--- config.mk ---
export PLATFORM = sky130hd
export DESIGN_NAME = serial_subtractor_flat
export DESIGN_NICKNAME = d
export VERILOG_FILES = /design/src/rtl/sub_pkg.sv /design/src/rtl/serial_subtractor_if.sv /design/src/rtl/full_subtractor.sv /design/src/rtl/serial_subtractor.sv /design/src/flat_wrapper.sv
export SDC_FILE = /design/constraint.sdc
export NUM_CORES = 1
export LEC_CHECK = 0
export ABC_AREA = 0
export BUFFER_PORTS_ARGS = -buffer_cell sky130_fd_sc_hd__buf_2
export CORE_MARGIN = 3
export CORE_UTILIZATION = 52
export CTS_BUF_LIST = sky130_fd_sc_hd__clkbuf_8
export CTS_CLUSTER_SIZE = 28
export DETAILED_ROUTE_END_ITERATION = 10
export GPL_ROUTABILITY_DRIVEN = 0
export GPL_TIMING_DRIVEN = 0
export HOLD_SLACK_MARGIN = 0.15
export PLACE_DENSITY = 0.82
export SYNTH_ARGS = -nofsm -noshare
export SYNTH_HDL_FRONTEND = slang
export SYNTH_HIERARCHICAL = 1
export SYNTH_SLANG_ARGS = --single-unit
--- constraint.sdc ---
create_clock -name clk -period 3.2 [get_ports clk]
set_input_delay 0.64 -clock clk [delete_from_list [all_inputs] [get_ports clk]]
set_output_delay 0.64 -clock clk [all_outputs]
set_load 0.1 [all_outputs]
--- src/rtl/sub_pkg.sv ---
// sub_pkg: shared state encoding and default width for the serial subtractor
package sub_pkg;
    typedef enum logic [1:0] {IDLE = 2'd0, RUN = 2'd1, DONE = 2'd2} sub_state_t;
    localparam int SUB_WIDTH_DEFAULT = 8;
endpackage

--- src/rtl/serial_subtractor_if.sv ---
// serial_subtractor_if: start/busy/done handshake plus operand and result bus
interface serial_subtractor_if #(parameter int WIDTH = sub_pkg::SUB_WIDTH_DEFAULT);
    logic             start;
    logic [WIDTH-1:0] a;
    logic [WIDTH-1:0] b;
    logic             bin;
    logic             busy;
    logic             done;
    logic [WIDTH-1:0] diff;
    logic             bout;
    modport master (output start, a, b, bin, input busy, done, diff, bout);
    modport slave  (input start, a, b, bin, output busy, done, diff, bout);
endinterface

--- src/rtl/full_subtractor.sv ---
// full_subtractor: gate-level cell, two half subtractors joined by an or gate
module full_subtractor (
    output logic diff,
    output logic bout,
    input  logic A,
    input  logic B,
    input  logic bin
);
    logic d1, na, b1, nd1, b2;
    xor g_hs0_d (d1, A, B);
    not g_hs0_n (na, A);
    and g_hs0_b (b1, na, B);
    xor g_hs1_d (diff, d1, bin);
    not g_hs1_n (nd1, d1);
    and g_hs1_b (b2, nd1, bin);
    or  g_bo    (bout, b1, b2);
endmodule

--- src/rtl/serial_subtractor.sv ---
// serial_subtractor: bit-serial a - b - bin over WIDTH cycles, LSB first
module serial_subtractor
    import sub_pkg::*;
#(
    parameter int WIDTH = SUB_WIDTH_DEFAULT
) (
    input logic               clk,
    input logic               rst_n,
    serial_subtractor_if.slave bus
);
    localparam int CW = $clog2(WIDTH + 1);
    sub_state_t       state;
    logic [CW-1:0]    cnt;
    logic [WIDTH-1:0] a_sh, b_sh, d_sh, d_next;
    logic             borrow, d, bo;
    full_subtractor u_fs (.diff(d), .bout(bo), .A(a_sh[0]), .B(b_sh[0]), .bin(borrow));
    // new bit enters at the MSB so after WIDTH steps bit 0 sits at the LSB
    assign d_next = WIDTH'({d, d_sh} >> 1);
    always_ff @(posedge clk or negedge rst_n) begin
        if (!rst_n) begin
            state    <= IDLE;
            cnt      <= '0;
            a_sh     <= '0;
            b_sh     <= '0;
            d_sh     <= '0;
            borrow   <= 1'b0;
            bus.busy <= 1'b0;
            bus.done <= 1'b0;
            bus.diff <= '0;
            bus.bout <= 1'b0;
        end else begin
            case (state)
                IDLE: if (bus.start) begin
                    a_sh     <= bus.a;
                    b_sh     <= bus.b;
                    borrow   <= bus.bin;
                    cnt      <= '0;
                    state    <= RUN;
                    bus.busy <= 1'b1;
                end
                RUN: begin
                    a_sh   <= a_sh >> 1;
                    b_sh   <= b_sh >> 1;
                    d_sh   <= d_next;
                    borrow <= bo;
                    cnt    <= cnt + 1'b1;
                    if (cnt == CW'(WIDTH - 1)) begin
                        bus.diff <= d_next;
                        bus.bout <= bo;
                        bus.done <= 1'b1;
                        state    <= DONE;
                    end
                end
                DONE: begin
                    bus.done <= 1'b0;
                    bus.busy <= 1'b0;
                    state    <= IDLE;
                end
                default: begin
                    bus.done <= 1'b0;
                    bus.busy <= 1'b0;
                    state    <= IDLE;
                end
            endcase
        end
    end
endmodule

--- src/flat_wrapper.sv ---
// flat-port wrapper written by rule: the top's interface ports become plain ports
module serial_subtractor_flat import sub_pkg::*;
#(
    parameter int WIDTH = SUB_WIDTH_DEFAULT
)
  (clk, rst_n, bus_start, bus_a, bus_b, bus_bin, bus_busy, bus_done, bus_diff, bus_bout);
  serial_subtractor_if #(.WIDTH(WIDTH)) bus_i ();
  input logic clk;
  input logic rst_n;
  input wire logic [$bits(bus_i.start)-1:0] bus_start;
  input wire logic [$bits(bus_i.a)-1:0] bus_a;
  input wire logic [$bits(bus_i.b)-1:0] bus_b;
  input wire logic [$bits(bus_i.bin)-1:0] bus_bin;
  output wire logic [$bits(bus_i.busy)-1:0] bus_busy;
  output wire logic [$bits(bus_i.done)-1:0] bus_done;
  output wire logic [$bits(bus_i.diff)-1:0] bus_diff;
  output wire logic [$bits(bus_i.bout)-1:0] bus_bout;
  assign bus_i.start = bus_start;
  assign bus_i.a = bus_a;
  assign bus_i.b = bus_b;
  assign bus_i.bin = bus_bin;
  assign bus_busy = bus_i.busy;
  assign bus_done = bus_i.done;
  assign bus_diff = bus_i.diff;
  assign bus_bout = bus_i.bout;
  serial_subtractor #(.WIDTH(WIDTH)) u_core (.clk(clk), .rst_n(rst_n), .bus(bus_i));
endmodule
### Word-level counts from Yosys, hierarchy flattened

Index checks and enable logic that the tools add are counted.

* add/sub/neg operators: 1
* equality and inequality tests: 4
* multiplexer cells: 15
* bitwise operators: 9
* reduce and logical (&&, ||, !) cells: 7

Operator list (count)
* $pmux W8 S2: 2
* $mux W8: 2
* $reduce_and A2 Y1: 5
* $pmux W4 S2: 1
* $pmux W1 S2: 3
* $add A4 B1 Y4 const B: 1
* $eq A4 B3 Y1 const B: 1
* $mux W2: 2
* $mux W4: 1
* $not A1 Y1: 4
* $pmux W2 S2: 1
* $mux W1: 3
* $and A1 B1 Y1: 2
* $eq A2 B1 Y1 const B: 1
* $logic_not A2 Y1: 1
* $ne A2 B1 Y1 const B: 1
* $ne A2 B2 Y1 const B: 1
* $reduce_bool A2 Y1: 1
* $xor A1 B1 Y1: 2
* $or A1 B1 Y1: 1

* register bits: 42
* input bits: 20
* word-level logic and storage cells: 46

### Longest topological paths before layout

* depth after elaboration: 5
* depth in mapped cells: 6
* depth with buffers taken out: 5

### Cells and area by module

Netlist, hierarchy kept.

By module, submodules not included
* serial_subtractor: times used 1, cells an instance 144, area each 1755.4 um^2
* full_subtractor: times used 1, cells an instance 4, area each 31.3 um^2

### Least setup slack after synthesis

No wires, ideal clock.

* path kind: register to output
* from: register u_core.bus.busy
* to: output bus_busy
* arrival: 898 ps
* required time: 2560 ps
* slack: 1662 ps
* stages on the path, launching flop included: 1
* buffers on the path: 0
* path through: dfrtp_1

RTL lines
* start, declared: line serial_subtractor_if.sv:12 `modport slave (input start, a, b, bin, output busy, done, diff, bout);`
* start signal, assigned: line serial_subtractor.sv:27 `bus.busy <= 1'b0;`
* start signal, assigned: line serial_subtractor.sv:39 `bus.busy <= 1'b1;`
* start signal, assigned: line serial_subtractor.sv:56 `bus.busy <= 1'b0;`
* end, declared: line flat_wrapper.sv:14 `output wire logic [$bits(bus_i.busy)-1:0] bus_busy;`

No word-level cell between the ends.

### Worst setup path after layout

* from: register u_core.bus.diff[3]
* to: output bus_diff[3]

RTL lines
* start, declared: line serial_subtractor_if.sv:12
* start signal, assigned: line serial_subtractor.sv:48 `bus.diff <= d_next;`
* end, declared: line flat_wrapper.sv:16 `output wire logic [$bits(bus_i.diff)-1:0] bus_diff;`

No word-level cell between the ends.

==> impl_metrics.json <==
{
  "status": "complete, no violations",
  "htreeDepth": 2,
  "io_buffers": 30,
  "fp.dieH_um": 64.62,
  "cp_top_family": "buffers and inverters",
  "synth_seq_cells": 41,
  "design.die.area_mm2": 0.004175,
  "antenna_found_initial": 0,
  "cp-start-kind": "flip-flop",
  "drt_iter0_drc": 46,
  "placed_area_mm2": 0.001992,
  "finalInstanceArea_mm2": 0.002126,
  "synth.distinct_cells": 25,
  "drv_cap": 0,
  "yosys-top-cells-area": "dfrtp_1 (57%), mux2_2 (10%), mux2i_1 (8.4%), o21ai_0 (5.3%), nand2_1 (4.2%)",
  "worstPathRequired_ns": 2.56,
  "cts_setup_buffers": 0,
  "synth_top_area_share_pct": 57.42,
  "crit_buf_inv": 1,
  "ys_async_sr_fraction_pct": 100.0,
  "grt_start_max_net_pins": 42,
  "ctsResizeCount": 0,
  "final_hold_viol_count": 0,
  "critPathCaptureType": "output port",
  "cts_buffers": 5,
  "syn_area_per_cell_um2": 12.07,
  "hold_buffers": 0,
  "drive_above_1_share_pct": 33.87,
  "placementRows": 20,
  "synth_cells": 148,
  "fp.coreArea_mm2": 0.003153,
  "cp_slowest_cell": "buf_2",
  "cts_root_buf": "clkbuf_8",
  "timing.fmax_mhz": 581.2,
  "hold_class": "in -> async",
  "yosysWarnings": 6,
  "synth_nets": 170,
  "ant_nets": 0,
  "drt-wirelength-per-cell_um": 13.02,
  "num_io_pins": 31,
  "syn_to_final_growth_pct": 18.98,
  "dieWidth_um": 64.62,
  "track_usage_pct": 16.65,
  "relSlewSlack_pct": 42.49,
  "synth-edff-count": 0,
  "worst_pin_slew_ns": 0.8626,
  "timing.setup.tns_ns": 0,
  "n_fill_cell": 250,
  "viasPerCell": 5.170,
  "finalMaxSlewViolations": 0,
  "dp_hpwl_mm": 2.197,
  "syn_area_mm2": 0.001787,
  "initial_core_util_pct": 56.67,
  "yosysMostFrequentCell": "dfrtp_1",
  "antenna_cells": 0,
  "dr.pass1.iters": 4,
  "finalSetupViolCount": 0,
  "synth_top_area_cell": "dfrtp_1",
  "path_cells": "buf_2",
  "via_count": 1189,
  "drc": 0,
  "drt_wl_total_mm": 2.995,
  "utilization_pct": 67.42,
  "tritoncts": "yes",
  "period_minus_slack_ns": 1.721,
  "cp_max_fo": 2,
  "ys_seq_area_share_pct": 57.42,
  "clk_latency_ns": 0.29,
  "worst_ep_arrival_time_ns": 1.08,
  "grt_first_pass_wirelength_mm": 5.423,
  "cp_slowest_stage_delay_ns": 0.43,
  "synthTopCellsByCount": "dfrtp_1 (41), nand2_1 (20), o21ai_0 (19)",
  "clock-sinks": 41,
  "grt_pass1_vias": 1205,
  "path_class": "reg -> out",
  "grt_overflow": 0,
  "clk_pin_slew_ns": 0.08,
  "nets": 207,
  "post-route-period-util_pct": 53.77,
  "rsz0062_at_grt": "false",
  "skew_ns": 0.007180,
  "synth_flop_cell": "dfrtp_1",
  "clock_path_buffers": 2
}
-- cell type report --
class	instances	area, um2	share of cell area [%]
buffer	8	62.56	2.943
clock buffer	5	68.82	3.237
clock inverter	3	65.06	3.061
inverter	6	22.52	1.059
multi-input combinational	93	675.6	31.78
sequential	41	1026	48.26
tap	44	55.05	2.590
timing repair buffer	30	150.1	7.063
-- per-stage QoR --
step | hold WS, ns | cells | setup WS, ns
2_1_floorplan | 0.3444 | 148 | 1.662
3_3_place_gp | 0.4581 | 222 | 1.370
3_5_place_dp | 0.4705 | 222 | 1.321
4_1_cts | 0.4873 | 230 | 1.475
5_1_grt | 0.5244 | 230 | 1.350
6_report | 0.4562 | 230 | 1.479
-- layer usage --
layer	vias up	GRT usage [%]	part of all wire, %
met4	0	3.166	0.33
met3	3	5.719	6.0
met5	-	0	0
met2	31	27.19	47
met1	577	21.71	46
li1	578	-	-
-- worst paths after layout --
kind	from	cells after the start	slack [ns]	endpoint
worst max-delay path	u_core/bus.diff[3]	1	1.48	bus_diff[3]
worst min-delay path	rst_n	1	0.46	u_core/bus.diff[1]
worst max register to register	u_core/state[0]	3	1.57	u_core/a_sh[4]
worst min register to register	u_core/b_sh[3]	2	0.48	u_core/b_sh[3]
max in group asynchronous	rst_n	1	2.20	u_core/a_sh[4]
min in group clk	u_core/b_sh[3]	2	0.48	u_core/b_sh[3]
-- state kept, by name, summed over array words and instances, names as in the netlist --
name / count
u_core/b_sh: 8
u_core/borrow: 1
u_core/cnt: 4
u_core/bus.busy: 1
u_core/bus.bout: 1
u_core/a_sh: 8
u_core/bus.diff: 8
u_core/state: 2
u_core/d_sh: 7
u_core/bus.done: 1
-- kinds of logic (layout without fill, tap and decap cells) --
logic type	after synthesis	in the layout	share of synthesized area, %
AO/OA/AOI/OAI	29	29	8.894
adder cells (fa/ha/maj)	2	2	1.821
buffers and inverters	14	52	4.761
flip-flops	41	41	57.42
multiplexers	31	31	18.49
AND/OR/NAND/NOR	31	31	8.614
-- placed cells by master (no fill, tap or decap), drive strengths merged, types with 2 or more instances in the layout --
cell     n
nand2   20
inv      6
bufinv   2
clkbuf   6
mux2    16
nor2     3
nor2b    3
a21oi    5
o21ai   19
buf     37
dfrtp   41
mux2i   15
Power is not shown: default switching activity piles up to over one toggle a cycle in this logic, so the estimate is an artifact.
